<file path="src/rtl/tow_match_ctrl.sv">
// Tug-of-war match controller: sequences wait/dark/play/gloat phases on slow ticks,
// arbitrates the first press and reports winner, false start and round count.
module tow_match_ctrl #(
    parameter int unsigned N_PLAYERS      = 2,
    parameter int unsigned WAIT_TICKS     = 2,
    parameter int unsigned GLOAT_TICKS    = 2,
    parameter int unsigned DARK_MIN_TICKS = 1,
    parameter int unsigned DARK_MAX_TICKS = 8,
    parameter int unsigned MAX_ROUNDS     = 15,
    parameter int unsigned FS_MODE        = 0,
    localparam int unsigned ID_W  = ($clog2(N_PLAYERS) > 1) ? $clog2(N_PLAYERS) : 1,
    localparam int unsigned RND_W = ($clog2(MAX_ROUNDS + 1) > 1) ? $clog2(MAX_ROUNDS + 1) : 1
) (
    input  logic                 clk,
    input  logic                 rst,
    input  logic                 slowen,
    input  logic                 rand_bit,
    input  logic                 ready,
    input  logic [N_PLAYERS-1:0] press,
    input  logic                 endrnd,
    output logic                 leds_on,
    output logic                 clear,
    output logic [1:0]           leds_ctrl,
    output logic                 show_ready,
    output logic                 ready_clr,
    output logic                 clear_score,
    output logic                 winrnd,
    output logic                 false_start,
    output logic [ID_W-1:0]      win_id,
    output logic [RND_W-1:0]     round_cnt
);

    localparam int unsigned TICK_MAX_A = (WAIT_TICKS > GLOAT_TICKS) ? WAIT_TICKS : GLOAT_TICKS;
    localparam int unsigned TICK_MAX   = (TICK_MAX_A > DARK_MAX_TICKS) ? TICK_MAX_A : DARK_MAX_TICKS;
    localparam int unsigned TICK_W     = $clog2(TICK_MAX + 1);

    typedef enum logic [2:0] {
        S_RESET      = 3'd0,
        S_WAIT       = 3'd1,
        S_DARK       = 3'd2,
        S_PLAY       = 3'd3,
        S_GLOAT      = 3'd4,
        S_WAIT_READY = 3'd5
    } state_t;

    state_t              state;
    logic [TICK_W-1:0]   tick_cnt;
    logic [TICK_W-1:0]   tick_nxt;
    logic                fs_latched;
    logic                round_over;
    logic                press_any;
    logic [ID_W-1:0]     press_id;

    // Lowest-index set bit wins a simultaneous press.
    function automatic logic [ID_W-1:0] lowest_id(input logic [N_PLAYERS-1:0] p);
        lowest_id = '0;
        for (int i = int'(N_PLAYERS) - 1; i >= 0; i--) begin
            if (p[i]) lowest_id = ID_W'(i);
        end
    endfunction

    assign tick_nxt   = tick_cnt + TICK_W'(1);
    assign press_any  = |press;
    assign press_id   = lowest_id(press);
    assign round_over = endrnd || ((MAX_ROUNDS != 0) && (round_cnt >= RND_W'(MAX_ROUNDS)));

    always_ff @(posedge clk) begin
        if (rst) begin
            state       <= S_RESET;
            tick_cnt    <= '0;
            winrnd      <= 1'b0;
            false_start <= 1'b0;
            fs_latched  <= 1'b0;
            win_id      <= '0;
            round_cnt   <= '0;
        end else begin
            winrnd      <= 1'b0;
            false_start <= 1'b0;
            case (state)
                S_RESET: begin
                    state     <= S_WAIT;
                    tick_cnt  <= '0;
                    round_cnt <= '0;
                end
                S_WAIT: begin
                    if (slowen) begin
                        if (tick_nxt == TICK_W'(WAIT_TICKS)) begin
                            state    <= S_DARK;
                            tick_cnt <= '0;
                        end else begin
                            tick_cnt <= tick_nxt;
                        end
                    end
                end
                S_DARK, S_PLAY: begin
                    // A press outranks a coincident tick; in DARK it is a false start.
                    if (press_any) begin
                        state       <= S_GLOAT;
                        tick_cnt    <= '0;
                        win_id      <= press_id;
                        winrnd      <= 1'b1;
                        false_start <= (state == S_DARK);
                        fs_latched  <= (state == S_DARK);
                        if (round_cnt != '1) round_cnt <= round_cnt + RND_W'(1);
                    end else if (slowen) begin
                        if (state == S_DARK &&
                            ((rand_bit && tick_nxt >= TICK_W'(DARK_MIN_TICKS)) ||
                             tick_nxt == TICK_W'(DARK_MAX_TICKS))) begin
                            state    <= S_PLAY;
                            tick_cnt <= '0;
                        end else if (tick_cnt != '1) begin
                            tick_cnt <= tick_nxt;
                        end
                    end
                end
                S_GLOAT: begin
                    if (slowen) begin
                        if (tick_nxt == TICK_W'(GLOAT_TICKS)) begin
                            state      <= round_over ? S_WAIT_READY : S_DARK;
                            tick_cnt   <= '0;
                            fs_latched <= 1'b0;
                        end else begin
                            tick_cnt <= tick_nxt;
                        end
                    end
                end
                S_WAIT_READY: begin
                    if (slowen && ready) begin
                        state     <= S_WAIT;
                        tick_cnt  <= '0;
                        round_cnt <= '0;
                    end else if (slowen && tick_cnt != '1) begin
                        tick_cnt <= tick_nxt;
                    end
                end
                default: begin
                    state    <= S_RESET;
                    tick_cnt <= '0;
                end
            endcase
        end
    end

    // Phase-level outputs decoded straight from the state register.
    always_comb begin
        leds_on     = 1'b0;
        clear       = 1'b1;
        leds_ctrl   = 2'd0;
        show_ready  = 1'b0;
        ready_clr   = 1'b1;
        clear_score = 1'b0;
        case (state)
            S_WAIT: begin
                clear_score = 1'b1;
            end
            S_DARK: begin
                clear     = 1'b0;
                leds_ctrl = 2'd1;
            end
            S_PLAY: begin
                clear     = 1'b0;
                leds_on   = 1'b1;
                leds_ctrl = 2'd3;
            end
            S_GLOAT: begin
                leds_ctrl = (fs_latched && FS_MODE != 0) ? 2'd2 : 2'd3;
            end
            S_WAIT_READY: begin
                leds_ctrl  = 2'd3;
                show_ready = 1'b1;
                ready_clr  = 1'b0;
            end
            default: begin
            end
        endcase
    end

endmodule
</file>
<file path="config.mk">
export PLATFORM = sky130hd
export DESIGN_NAME = tow_match_ctrl
export DESIGN_NICKNAME = d
export VERILOG_FILES = /design/src/rtl/tow_match_ctrl.sv
export SDC_FILE = /design/constraint.sdc
export NUM_CORES = 1
export LEC_CHECK = 0
export BUFFER_PORTS_ARGS = -buffer_cell sky130_fd_sc_hd__clkbuf_2
export CAP_MARGIN = 20
export CORE_AREA = 2 2 50 64
export DETAILED_ROUTE_END_ITERATION = 8
export DIE_AREA = 0 0 52 66
export PLACE_DENSITY = 0.61
export SLEW_MARGIN = 30
export SYNTH_ARGS = -nofsm -noshare
export SYNTH_HDL_FRONTEND = slang
export SYNTH_SLANG_ARGS = --single-unit
</file>
<file path="constraint.sdc">
create_clock -name clk -period 2.7 [get_ports clk]
set_input_delay 0.27 -clock clk [delete_from_list [all_inputs] [get_ports clk]]
set_output_delay 0.27 -clock clk [all_outputs]
set_load 0.03 [all_outputs]
</file>
==> results of run 1 <==
## power groups by stage
stage          logic [mW]  registers (mW)  clock network (mW)
5_1_grt             0.538           0.325               0.168
3_3_place_gp        0.485           0.316                   0
3_5_place_dp        0.483           0.317                   0
2_1_floorplan       0.394           0.294                   0
6_report            0.486           0.312               0.152
4_1_cts             0.487           0.311               0.158
## cell families (layout without fill, tap and decap cells)
logic type | after synthesis | in the layout | share of synthesized area [%]
AND/OR/NAND/NOR | 53 | 53 | 28.5
AO/OA/AOI/OAI | 46 | 46 | 29.9
flip-flops | 14 | 14 | 27.3
buffers and inverters | 13 | 32 | 5.12
adder cells (fa/ha/maj) | 5 | 5 | 6.10
multiplexers | 3 | 3 | 3.05
## registers in the layout, indices dropped and copies added (netlist names)
name         flops
false_start      1
round_cnt        4
state            3
tick_cnt         4
win_id           1
winrnd           1
## cell usage after synthesis
cell       number  area share, %
dfxtp_1        14             27
a21oi_1        11            5.4
nand2_1        10            3.7
nor2_1         10            3.7
o21ai_0        10            4.9
inv_1           6            2.2
ha_1            5            6.1
nand2b_1        5            3.0
clkbuf_1        4            1.5
nand4_1         4            2.4
a211o_1         3            2.6
a211oi_1        3            2.2
and3_1          3            1.8
nand3_1         3            1.5
nor3_1          3            1.5
nor3b_1         3            2.2
or3_1           3            1.8
a21bo_2         2            2.0
a32o_1          2            2.0
and2_1          2            1.2
mux2i_1         2            2.0
nand3b_1        2            1.5
nor2b_1         2            1.2
o21ai_1         2           0.98
o21bai_1        2            1.5
a2111oi_0       1           0.85
a21o_1          1           0.73
a22o_1          1           0.85
a2bb2oi_1       1           0.85
a31o_2          1           0.85
a31oi_1         1           0.61
a41oi_1         1           0.85
and3b_1         1           0.85
and4_1          1           0.85
buf_1           1           0.37
buf_4           1           0.73
inv_2           1           0.37
mux2_2          1            1.1
nor2b_4         1            1.3
o211ai_1        1           0.73
o21a_1          1           0.73
o22ai_1         1           0.61
o31a_1          1           0.85
## final cells by class
cell class                 instances  area (um^2)  area share, %
sequential                        14          280           23.6
tap                               36         45.0           3.80
timing repair buffer              21          105           8.86
clock buffer                       4         36.3           3.06
inverter                           7         26.3           2.22
multi-input combinational        107          693           58.4
## worst min path at each step
stage                                   start                         to  slack [ns]  cells after the start
floorplan                            press[0]        win_id$_SDFFE_PP0P_        0.37                      1
global placement    round_cnt[1]$_SDFFE_PP0P_  round_cnt[1]$_SDFFE_PP0P_        0.50                      2
detailed placement  round_cnt[3]$_SDFFE_PP0P_  round_cnt[3]$_SDFFE_PP0P_        0.50                      1
CTS                                  press[0]        win_id$_SDFFE_PP0P_        0.23                      2
global route                         press[0]        win_id$_SDFFE_PP0P_        0.24                      2
finish                               press[0]        win_id$_SDFFE_PP0P_        0.24                      2
## metal layers
| layer | global-route usage [%] | vias to the layer above | share of wire [%] |
|---|---|---|---|
| li1 | - | 527 | - |
| met1 | 19.6 | 513 | 43 |
| met2 | 27.5 | 24 | 52 |
| met3 | 1.58 | 2 | 3.6 |
| met4 | 4.28 | 0 | 0.68 |
| met5 | 0 | - | 0 |
==> out/summary.txt, run 1 <==
Worst VDD drop: 0.000362 V
Hpwl dp: 1.91 mm
Tcrit/Tclk final: 83.6%
Hold Crit Class: in -> reg
DRT antenna net count: 0
Worst Path Buf+Inv: 1
Final net count: 167
Commonest non-fill, non-tap cells in the layout: 21 x clkbuf_2, 14 x dfxtp_1, 11 x a21oi_1
Slowest CP cell: dfxtp_1
Worst endpoint required time: 2.88 ns
FILL cells: 311
Synth Register Bits: 14
PwrDens: 801 mW/mm^2
Sequential power share: 32.8%
Mapped Nets: 147
Worst-Margin Slew: 0.535 ns
Minimum clock period after layout: 2.26 ns
Row count: 22
CTS hold repair buffers: 0
Max Root-Sink Buffers: 2
Max FO, Critical Path: 15
Die Span X: 52 um
Crit path launch: state[1]$_SDFFE_PP0P_
Crit Path Category: reg -> reg
Layout cells sized above 1: 20.3%
H-tree Lvls: 1
End of the worst register-to-register path: state[2]$_SDFFE_PP0P_
Seq/Total Area, Yosys: 27.3%
Root Buffer: clkbuf_4
Stages on worst setup path: 6
Die Ht: 66 um
Post-synthesis cell area: 0.00103 mm^2
Top cell family by delay on the critical path: simple AND/OR/NAND/NOR gates
Pre-antenna DRT Iters: 4
CP endpoint kind: flop
CTS buffer count: 3
Fmax: 0.443 GHz
Commonest non-fill, non-tap cell in the layout: clkbuf_2
Internal power: 0.509 mW
Post-Synthesis Cells: 134
Initial Util: 36.2%
RR Startpoint: state[1]$_SDFFE_PP0P_
DP Area: 0.00115 mm^2
Warnings, synthesis: 0
Synth cell types: 43
Crit path DAT: 2.44 ns
Avg Vias per Cell: 5.64
Layout Utilization: 41.8%
First-pass GRT wire length: 4.24 mm
ANT cells: 0
Place WS: 0.506 ns
Final worst slack: 0.444 ns
Final Cell Area: 0.00119 mm^2
Clock power share: 16.0%
Leak pwr: 0.495 nW
Final WL: 2.48 mm
Worst setup SP type: flop
Mapped Avg Cell Area: 7.66 um^2
Max Cap Violations: 0
Gr ovfl total: 0
RSZ-0062 raised after global routing: no
Pwr Total: 0.951 mW
Gr usage total: 15.6%
Relative slew slack: 64.1%
Wire per inst: 13.1 um
Final Hold Viols: 0
Num ports: 22
Via count: 1066
WHS: 0.236 ns
CTS Sinks: 14
Fin cells: 189
Worst Skew: 0.00647 ns
Initial antenna violation count: 0
Gate power share: 51.1%
DR iter-0 viols: 27
DRC errors left: 0
Largest net degree at the start of global routing: 16
Final setup viols: 0
Crit path to: state[2]$_SDFFE_PP0P_
Critical path's largest stage delay: 0.59 ns
TritonCTS clock tree: done
Reg clk slew, reported paths: 0.09 ns
TNS Setup: 0 ns
Reg2reg path depth: 6
FF-to-FF setup slack: 0.44 ns
I/O Buffers: 21
Setup Buffers After CTS: 0
Placed insts: 185
Placer Congestion: 0.764
Slew Limit Fails: 0
Core region area: 0.00284 mm^2
Crit path cell chain: nor2b_4, inv_2, nor3_1, nor2_1, o21ai_1, mux2_2
Area grow syn2layout: 15.6%
Vias in the first global route: 964
CTS resizes: 0
Full die area: 0.00343 mm^2
Clk_lat worst skew: 0.28 ns
Sw Pwr: 0.442 mW
Sw frac: 46.5%
Status: complete, no violations
Power figures use the tool's default switching activity.
==> run 2: changes to the inputs <==
clock period = 2.28 ns   (was 2.7 ns; I/O delays follow)
==> out/summary.txt, run 2 (synthesis results as in run 1) <==
Commonest non-fill, non-tap cell in the layout: clkbuf_2
Slew Limit Fails: 0 (unchanged)
Status: complete, no violations
TNS Setup: 0 ns (unchanged)
Die Ht: 66 um (unchanged)
First-pass GRT wire length: 4.67 mm (+10%)
CTS Sinks: 14 (unchanged)
CTS resizes: 0 (unchanged)
RR Startpoint: tick_cnt[0]$_SDFFE_PP0P_
Leak pwr: 0.505 nW (+2.1%)
Setup Buffers After CTS: 0 (unchanged)
Biggest regs: round_cnt x4, tick_cnt x4, state x3
Final Hold Viols: 0 (unchanged)
Via count: 1080 (+1.3%)
Clk_lat worst skew: 0.28 ns (about the same)
FILL cells: 300 (-3.5%)
Worst Skew: 0.00215 ns (-0.00431 ns)
Max FO, Critical Path: 9 (-6)
RSZ-0062 raised after global routing: no
Max Root-Sink Buffers: 2 (unchanged)
Gr ovfl total: 0 (unchanged)
Placer Congestion: 0.886 (+16%)
Hpwl dp: 2.02 mm (+5.5%)
Hold Crit Class: in -> reg
Final setup viols: 0 (unchanged)
Area grow syn2layout: 17.1%
DRC errors left: 0 (unchanged)
Num ports: 22 (unchanged)
Initial Util: 36.2% (unchanged)
Crit path DAT: 2.27 ns (-0.17 ns)
Hold depth: 2 (unchanged)
Final WL: 2.64 mm (+6.3%)
DP Area: 0.00116 mm^2 (+1.3%)
TritonCTS clock tree: done
Tcrit/Tclk final: 91.7% (+8.1 points)
Crit Path Category: reg -> reg
DR iter-0 viols: 35 (+30%)
Full die area: 0.00343 mm^2 (unchanged)
Worst VDD drop: 0.000453 V (+25%)
Largest net degree at the start of global routing: 16 (unchanged)
Endpoint, Worst Hold: win_id$_SDFFE_PP0P_
DRT antenna net count: 0 (unchanged)
Minimum clock period after layout: 2.09 ns (-0.167 ns)
CP endpoint kind: flop
Pre-antenna DRT Iters: 4 (unchanged)
Row count: 22 (unchanged)
CTS buffer count: 3 (unchanged)
Fmax: 0.479 GHz (+8.0%)
Vias in the first global route: 1044 (+8.3%)
Initial antenna violation count: 0 (unchanged)
Hold_sp: press[0]
Root Buffer: clkbuf_4
Worst setup SP type: flop
Core region area: 0.00284 mm^2 (unchanged)
Commonest non-fill, non-tap cells in the layout: 21 x clkbuf_2, 14 x dfxtp_1, 11 x a21oi_1
PwrDens: 975 mW/mm^2 (+22%)
H-tree Lvls: 1 (unchanged)
Final Cell Area: 0.00120 mm^2 (+1.3%)
Wire per inst: 13.8 um (+5.2%)
Worst-Margin Slew: 0.587 ns (+0.0523 ns)
Layout cells sized above 1: 21.3% (+1.0 points)
WHS: 0.199 ns (-0.0368 ns)
Final net count: 169 (+1.2%)
End of the worst register-to-register path: tick_cnt[2]$_SDFFE_PP0P_
FF-to-FF setup slack: 0.19 ns (-0.25 ns)
I/O Buffers: 21 (unchanged)
Avg Vias per Cell: 5.65 (+0.25%)
Reg2reg path depth: 6 (unchanged)
Die Span X: 52 um (unchanged)
ANT cells: 0 (unchanged)
Worst endpoint required time: 2.46 ns (-0.42 ns)
Relative slew slack: 60.6% (-3.5 points)
Gr usage total: 17.7% (+2.1 points)
CTS hold repair buffers: 0 (unchanged)
Layout Utilization: 42.4% (+0.53 points)
Reg clk slew, reported paths: 0.09 ns (about the same)
Max Cap Violations: 0 (unchanged)
==> run 2: cell count changes in the layout (fill, tap and decap cells not counted) <==
cell	change
buf_4	+2
==> run 2: worst max-delay path by stage <==
stage | startpoint | endpoint | slack, ns
floorplan | tick_cnt[0]$_SDFFE_PP0P_ | state[2]$_SDFFE_PP0P_ | 0.28
global placement | tick_cnt[0]$_SDFFE_PP0P_ | tick_cnt[2]$_SDFFE_PP0P_ | 0.29
detailed placement | tick_cnt[0]$_SDFFE_PP0P_ | tick_cnt[2]$_SDFFE_PP0P_ | 0.21
CTS | tick_cnt[0]$_SDFFE_PP0P_ | tick_cnt[2]$_SDFFE_PP0P_ | 0.19
global route | tick_cnt[0]$_SDFFE_PP0P_ | tick_cnt[2]$_SDFFE_PP0P_ | 0.05
finish | tick_cnt[0]$_SDFFE_PP0P_ | tick_cnt[2]$_SDFFE_PP0P_ | 0.19
==> run 2: report_power, final <==
part           switching, mW  internal, mW
clock network         0.0882        0.0970
logic                  0.381         0.249
registers             0.0720         0.283
==> run 2: layout make-up <==
class	count	area, um^2	share of cell area [%]
sequential	14	280	23.3
tap	36	45.0	3.75
clock buffer	4	36.3	3.02
inverter	7	26.3	2.19
timing repair buffer	23	120	10.0
multi-input combinational	107	693	57.7
==> run 2: routing by layer <==
| layer | part of all wire, % | vias to the layer above | GRT usage [%] |
|---|---|---|---|
| met5 | 0 | - | 0 |
| met4 | 1.1 | 0 | 5.92 |
| met3 | 4.0 | 4 | 2.71 |
| met2 | 52 | 23 | 30.7 |
| met1 | 42 | 512 | 21.7 |
| li1 | - | 541 | - |
==> run 2: critical path, cell delays in order (launching register included) <==
cell and delay, ns:
dfxtp_1 0.50, ha_1 0.34, nand4_1 0.15, a211o_1 0.26
a22o_1 0.28, and4_1 0.20, a211o_1 0.26
==> run 2: per-stage QoR <==
stage | power, mW | std cells | setup WS [ns]
floorplan | 0.815 | 134 | 0.278
global placement | 0.978 | 187 | 0.291
detailed placement | 0.986 | 187 | 0.211
CTS | 1.17 | 191 | 0.192
global route | 1.26 | 191 | 0.0531
finish | 1.17 | 191 | 0.190
